### src/rtl/pipeline_pkg.sv
// Shared types and constants for the pipeline hazard controller.
package pipeline_pkg;

    localparam int REG_W = 3;
    localparam logic [REG_W-1:0] REG_ZERO = '0;

    typedef enum logic [1:0] {
        RUN      = 2'd0,
        MEM_WAIT = 2'd1,
        ERROR    = 2'd2
    } hz_state_t;

endpackage

### src/rtl/hz_sat_counter.sv
// Saturating event counter with synchronous clear; clear beats increment.
module hz_sat_counter #(
    parameter int CNT_W = 16
) (
    input  logic             clk,
    input  logic             rst_n,
    input  logic             inc,
    input  logic             clr,
    output logic [CNT_W-1:0] cnt
);

    always_ff @(posedge clk or negedge rst_n) begin
        if (!rst_n) begin
            cnt <= '0;
        end else if (clr) begin
            cnt <= '0;
        end else if (inc && (cnt != '1)) begin
            cnt <= cnt + 1'b1;
        end
    end

endmodule

### src/rtl/pipeline_hazard_ctrl.sv
// Stall/flush sequencer: load-use stalls, taken-branch squash, memory-wait freeze, timeout halt.
// state    | meaning
// RUN      | normal issue; hazards resolved per cycle
// MEM_WAIT | data memory access outstanding, pipeline frozen
// ERROR    | memory timeout, core halted until reset
module pipeline_hazard_ctrl #(
    parameter int REG_W       = pipeline_pkg::REG_W,
    parameter int CNT_W       = 16,
    parameter int MEM_TIMEOUT = 64
) (
    input  logic             clk,
    input  logic             rst_n,
    input  logic [REG_W-1:0] PR1_rs,
    input  logic [REG_W-1:0] PR1_rt,
    input  logic             PR1_uses_rs,
    input  logic             PR1_uses_rt,
    input  logic             PR2_MEM_read,
    input  logic [REG_W-1:0] PR2_rd,
    input  logic             PR2_br_taken,
    input  logic             PR3_mem_req,
    input  logic             mem_ready,
    input  logic             cnt_clr,
    output logic             PC_write,
    output logic             PR1_write,
    output logic             PR2_write,
    output logic             PR3_write,
    output logic             PR1_flush,
    output logic             PR2_bubble,
    output logic             PR4_bubble,
    output logic             halted,
    output logic [CNT_W-1:0] stall_cnt,
    output logic [CNT_W-1:0] flush_cnt
);
    import pipeline_pkg::*;

    localparam int WAIT_W = $clog2(MEM_TIMEOUT + 1);
    localparam logic [WAIT_W-1:0] WAIT_LAST = WAIT_W'(MEM_TIMEOUT - 1);

    hz_state_t         state;
    logic [WAIT_W-1:0] wait_cnt;
    logic              mem_freeze;
    logic              load_use;
    logic              stall_ev;
    logic              flush_ev;
    logic              in_error;

    assign mem_freeze = PR3_mem_req && !mem_ready;
    assign load_use   = PR2_MEM_read && (PR2_rd != '0) &&
                        ((PR1_uses_rs && (PR1_rs == PR2_rd)) ||
                         (PR1_uses_rt && (PR1_rt == PR2_rd)));
    assign in_error   = (state == ERROR);

    always_ff @(posedge clk or negedge rst_n) begin
        if (!rst_n) begin
            state    <= RUN;
            wait_cnt <= '0;
        end else begin
            case (state)
                RUN: begin
                    if (mem_freeze) begin
                        state    <= MEM_WAIT;
                        wait_cnt <= '0;
                    end
                end
                MEM_WAIT: begin
                    if (mem_ready) begin
                        state <= RUN;
                    end else if (wait_cnt == WAIT_LAST) begin
                        state <= ERROR;
                    end else begin
                        wait_cnt <= wait_cnt + 1'b1;
                    end
                end
                default: state <= ERROR;
            endcase
        end
    end

    // Outputs are forced quiet while reset is held, independent of state.
    always_comb begin
        PC_write   = 1'b0;
        PR1_write  = 1'b0;
        PR2_write  = 1'b0;
        PR3_write  = 1'b0;
        PR1_flush  = 1'b0;
        PR2_bubble = 1'b0;
        PR4_bubble = 1'b0;
        halted     = 1'b0;
        stall_ev   = 1'b0;
        flush_ev   = 1'b0;
        if (!rst_n) begin
            halted = 1'b0;
        end else if (in_error) begin
            halted = 1'b1;
        end else if (mem_freeze) begin
            PR4_bubble = 1'b1;
            stall_ev   = 1'b1;
        end else if (PR2_br_taken) begin
            PC_write   = 1'b1;
            PR1_write  = 1'b1;
            PR2_write  = 1'b1;
            PR3_write  = 1'b1;
            PR1_flush  = 1'b1;
            PR2_bubble = 1'b1;
            flush_ev   = 1'b1;
        end else if (load_use) begin
            PR2_write  = 1'b1;
            PR3_write  = 1'b1;
            PR2_bubble = 1'b1;
            stall_ev   = 1'b1;
        end else begin
            PC_write   = 1'b1;
            PR1_write  = 1'b1;
            PR2_write  = 1'b1;
            PR3_write  = 1'b1;
        end
    end

    hz_sat_counter #(.CNT_W(CNT_W)) u_stall_cnt (
        .clk   (clk),
        .rst_n (rst_n),
        .inc   (stall_ev),
        .clr   (cnt_clr && !in_error),
        .cnt   (stall_cnt)
    );

    hz_sat_counter #(.CNT_W(CNT_W)) u_flush_cnt (
        .clk   (clk),
        .rst_n (rst_n),
        .inc   (flush_ev),
        .clr   (cnt_clr && !in_error),
        .cnt   (flush_cnt)
    );

endmodule

### config.mk
export PLATFORM = sky130hd
export DESIGN_NAME = pipeline_hazard_ctrl
export DESIGN_NICKNAME = d
export VERILOG_FILES = /design/src/rtl/pipeline_pkg.sv /design/src/rtl/hz_sat_counter.sv /design/src/rtl/pipeline_hazard_ctrl.sv
export SDC_FILE = /design/constraint.sdc
export NUM_CORES = 1
export LEC_CHECK = 0
export BUFFER_PORTS_ARGS = -buffer_cell sky130_fd_sc_hd__buf_2
export CORE_AREA = 2 2 79 81
export DETAILED_ROUTE_END_ITERATION = 16
export DIE_AREA = 0 0 81 83
export PLACE_DENSITY_LB_ADDON = 0.12
export SLEW_MARGIN = 10
export SYNTH_ARGS = -nofsm -noshare
export SYNTH_HDL_FRONTEND = slang
export SYNTH_SLANG_ARGS = --single-unit
### constraint.sdc
create_clock -name clk -period 2.3 [get_ports clk]
set_input_delay 0.23 -clock clk [delete_from_list [all_inputs] [get_ports clk]]
set_output_delay 0.23 -clock clk [all_outputs]
set_load 0.05 [all_outputs]
======== Word-level counts from Yosys, hierarchy flattened ========
Index checks and enable logic that the tools add are counted.
storage, ports and cells
  register bits after elaboration ......... 41
  bits of input ports ..................... 18
  output and inout bits ................... 40
  word-level logic and storage cells ...... 74
cells by class
  $add $sub $neg .......................... 3
  eq/ne operators ......................... 11
  multiplexer cells ....................... 38
  reduce and logical (&&, ||, !) cells .... 18
operators by type and width
  kind                                                  count
  2-to-1 mux 16 bit                                     4
  adder 16 x 1 -> 16 bit (second input constant)        2
  inequality test 16 bit (second input constant)        2
  2-to-1 mux 1 bit                                      26
  2-to-1 mux 7 bit                                      3
  case mux 7 bit (2 select lines)                       1
  logical AND 1 bit                                     8
  adder 7 x 1 -> 7 bit (second input constant)          1
  equality test 7 x 6 -> 1 bit (second input constant)  1
  equality test 3 bit                                   2
  2-to-1 mux 2 bit                                      3
  inequality test 2 bit (second input constant)         3
  nonzero test 2 bit                                    3
  case mux 2 bit (2 select lines)                       1
  AND reduction 4 bit                                   1
  inequality test 3 bit (second input constant)         1
  nonzero test 3 bit                                    1
  equality test 2 x 1 -> 1 bit (second input constant)  1
  equality test 2 bit (second input constant)           1
  logical NOT 1 bit                                     2
  logical NOT 2 bit                                     1
  AND reduction 2 bit                                   1
  logical OR 1 bit                                      1

======== Depth between registers and ports, before layout ========
  depth after elaboration ................. 12
  mapped depth ............................ 8

======== Cells and area by module ========
From an unflattened synthesis, not the netlist that was laid out.
second synthesis, totals
  cells, all modules ...................... 266
  area, all modules ....................... 2522.4 um^2
modules (own cells, without submodules)
  module                times used  cells an instance  area each (um^2)
  hz_sat_counter        2           98                 942.2
  pipeline_hazard_ctrl  1           70                 638.1

======== Worst setup path after synthesis ========
OpenSTA, ideal clock, no wires.
  kind .................................... reg-to-output
  start ................................... reg state[1]
  end ..................................... out PR2_bubble
  arrival ................................. 2.264 ns
  slack ................................... -0.194 ns
  cell stages (with the launch flop) ...... 6
  path buffers ............................ 0
  cell sequence ........................... dfrtp_1 or2b_2 and2_0 inv_1 a21oi_1 and2_1
between the ends
  longest elaborated chain between the ends .. 3
ends and longest elaborated chain
  what                    RTL line                    source
  from (decl)             pipeline_hazard_ctrl.sv:39  hz_state_t state;
  from (signal assigned)  pipeline_hazard_ctrl.sv:55  state <= RUN;
  from (signal assigned)  pipeline_hazard_ctrl.sv:61  state <= MEM_WAIT;
  from (signal assigned)  pipeline_hazard_ctrl.sv:67  state <= RUN;
  equality test 2 bit     pipeline_hazard_ctrl.sv:51  assign in_error = (state == ERROR);
  2-to-1 mux 1 bit        pipeline_hazard_ctrl.sv:93  end else if (in_error) begin
  2-to-1 mux 1 bit        pipeline_hazard_ctrl.sv:91  if (!rst_n) begin
  to (decl)               pipeline_hazard_ctrl.sv:28  output logic PR2_bubble,
No other way between the ends.

======== Final worst setup path ========
Same ends and word-level chain as after synthesis.

==> out/results.ini <==
[sta]
relSlewSlack_pct = 56.1
rsz0062_at_grt = no
drv_slew = 0
setup_violations = 0
fin_crit_sh_pct = 92.7
tns_ns = 0
finalHoldViolCount = 0
tightest_slew_ns = 0.658
fmax_mhz = 469
finalCriticalPeriod_ns = 2.13
skew_ns = 0.00931

[clock_tree]
htreeDepth = 2
cts-root-buf = clkbuf_8
cts_tree = done
path_clk_slew_ns = 0.07
clock_path_buffers = 2
clkLatencyLatePin_ns = 0.29
cts_buffers = 5
postCtsSetupBuffers = 0
clock_sinks = 41

[synth]
synthDominantCellAreaShare_pct = 40.5
yosysWarnings = 0
ys_top_cells_by_area = dfrtp_1 41%, mux2i_1 6.7%, nand2_1 5.3%
syn_area_um2 = 2530
yosys.area.top_type = dfrtp_1
synth_edf_count = 0
yosysMostFrequentCell = dfrtp_1
synthCells = 278
synth-async-reset-ratio_pct = 100
ys_types = 51
syn-num-nets = 299
ys_ff_latch = 41
synth_seq_area_share_pct = 40.5
syn_avg_cell_area_um2 = 9.11
synth_ff_type = dfrtp_1
synth_common_cells = 41 x dfrtp_1, 36 x nand2_1, 17 x mux2i_1, 17 x nor2_1, 15 x a21oi_1

[layout]
finalNonFillerCells = 423
multiInputGateArea_um2 = 1390
register_area_um2 = 1030
fin_util_pct = 53.4
nFillCells = 590
num_antenna_cells = 0
final_cell_area_um2 = 3110
area_growth_pct = 22.7
drive_above_1_share_pct = 28.7
final_nets = 368

[floorplan]
die_width_um = 81
coreArea_um2 = 5820
ios = 58
start_util_pct = 43.5
die_h_um = 83
rows = 28
die_area_um2 = 6720

[setup_path]
worstPathRequired_ns = 2.07
timing.rr.end = u_stall_cnt.cnt[12]
r2r_start = u_stall_cnt.cnt[1]
reg2reg_slack_ns = 0.17
start_kind = flip-flop
path_class = flip-flop to output port
end_kind = output port
crit_fanout = 7
cp_data_arrival_time_ns = 1.90
reg2reg_depth = 5

[place]
place_area_um2 = 2980
gp_congestion = 0.803
io_buffer_count = 57
hpwl_mm = 4.34
numPlacedInstances = 414

[routing]
routed_wl_mm = 5.89
ant_nets = 0
drc = 0
viasPerCell = 5.41
drt_iter0_markers = 94
num_vias = 2287
routedWlPerCell_um = 13.9
dr.pass1.iters = 4

[global_routing]
grt_max_degree = 32
grt_pass1_wl_mm = 10.3
grt_use_total_pct = 18.8
grt_pass1_vias = 2182
grt-ovfl-total = 0
antenna_found_initial = 0

[worst_hold_path]
min_from = PR3_mem_req
holdPathEnd = wait_cnt[6]
worstHoldPathType = input port to flip-flop
hold_depth = 3

[pwr]
finalPower_uw = 1570
ir_worst_vdd_v = 0.000322
p_leak_uw = 0.00139
power_per_cell_area_nw_per_um2 = 505

[outcome]
outcome = finished clean

[flow_run]
max_cap_violations = 0

[final cells by class]
cell class                 count  area share, %
clock inverter                 1          0.967
multi-input combinational    211           44.6
timing repair buffer          76           13.9
clock buffer                   7           2.78
inverter                      12           1.45
sequential                    41           33.3
tap                           75           3.02
[kinds of logic after synthesis]
kind of cell	after synthesis	synth area share [%]
AND/OR/NAND/NOR	117	25.0
AO/OA/AOI/OAI	58	15.7
flip-flops	41	40.5
buffers and inverters	26	4.99
multiplexers	18	7.16
XOR/XNOR	15	5.19
adder cells (fa/ha/maj)	3	1.48
[flip-flops by register name, indices dropped and copies added (netlist names)]
register / cells
state: 2
u_flush_cnt.cnt: 16
u_stall_cnt.cnt: 16
wait_cnt: 7
[routing by layer]
metal	global-route usage, %	up-vias	share of wire (%)
li1	-	1138	-
met1	25.5	1096	46
met2	30.7	47	48
met3	4.02	6	4.2
met4	4.16	0	1.0
met5	0	-	0
[timing repair]
action,in CTS,in global routing
hold endpoints to repair,41,0
hold buffers,1,0
endpoints found under the setup margin,0,6
resized for setup,0,3
[report_power, final]
part	switching (uW)	internal, uW	total [uW]
Sequential	18.0	737	755
Combinational	131	74.7	206
Clock	255	354	609
Total	404	1170	1570
[layout by cell type (no fill, tap or decap), drive strengths merged, types with 12 or more instances in the layout]
| cell | instances |
|---|---|
| a21oi | 15 |
| buf | 75 |
| dfrtp | 41 |
| inv | 12 |
| mux2i | 17 |
| nand2 | 36 |
| nand2b | 13 |
| nor2 | 17 |
[through the flow]
stage,hold slack [ns],setup WS [ns]
5_1_grt,0.242,0.0380
6_report,0.250,0.168
2_1_floorplan,-0.0656,0.00860
3_3_place_gp,0.258,0.142
3_5_place_dp,0.259,0.126
4_1_cts,0.236,0.0861
[worst max path at each step]
stage                                  start                   to  slack [ns]
after detailed placement  u_stall_cnt.cnt[1]   u_stall_cnt.cnt[8]        0.13
after floorplan           u_stall_cnt.cnt[7]  u_stall_cnt.cnt[12]       0.009
after global routing      u_stall_cnt.cnt[1]  u_stall_cnt.cnt[12]        0.04
after CTS                 u_stall_cnt.cnt[1]   u_stall_cnt.cnt[8]        0.09
final                               state[1]           PR2_bubble        0.17
after global placement    u_stall_cnt.cnt[1]  u_stall_cnt.cnt[12]        0.14
[critical path: stages (launching register included)]
cell and delay [ns]:
dfrtp_1 0.46, or2b_2 0.35, and2_0 0.19, buf_4 0.16, inv_1 0.08, a21oi_2 0.05
and2_1 0.13, buf_2 0.20
No activity file was read; power rests on OpenSTA's default activity.
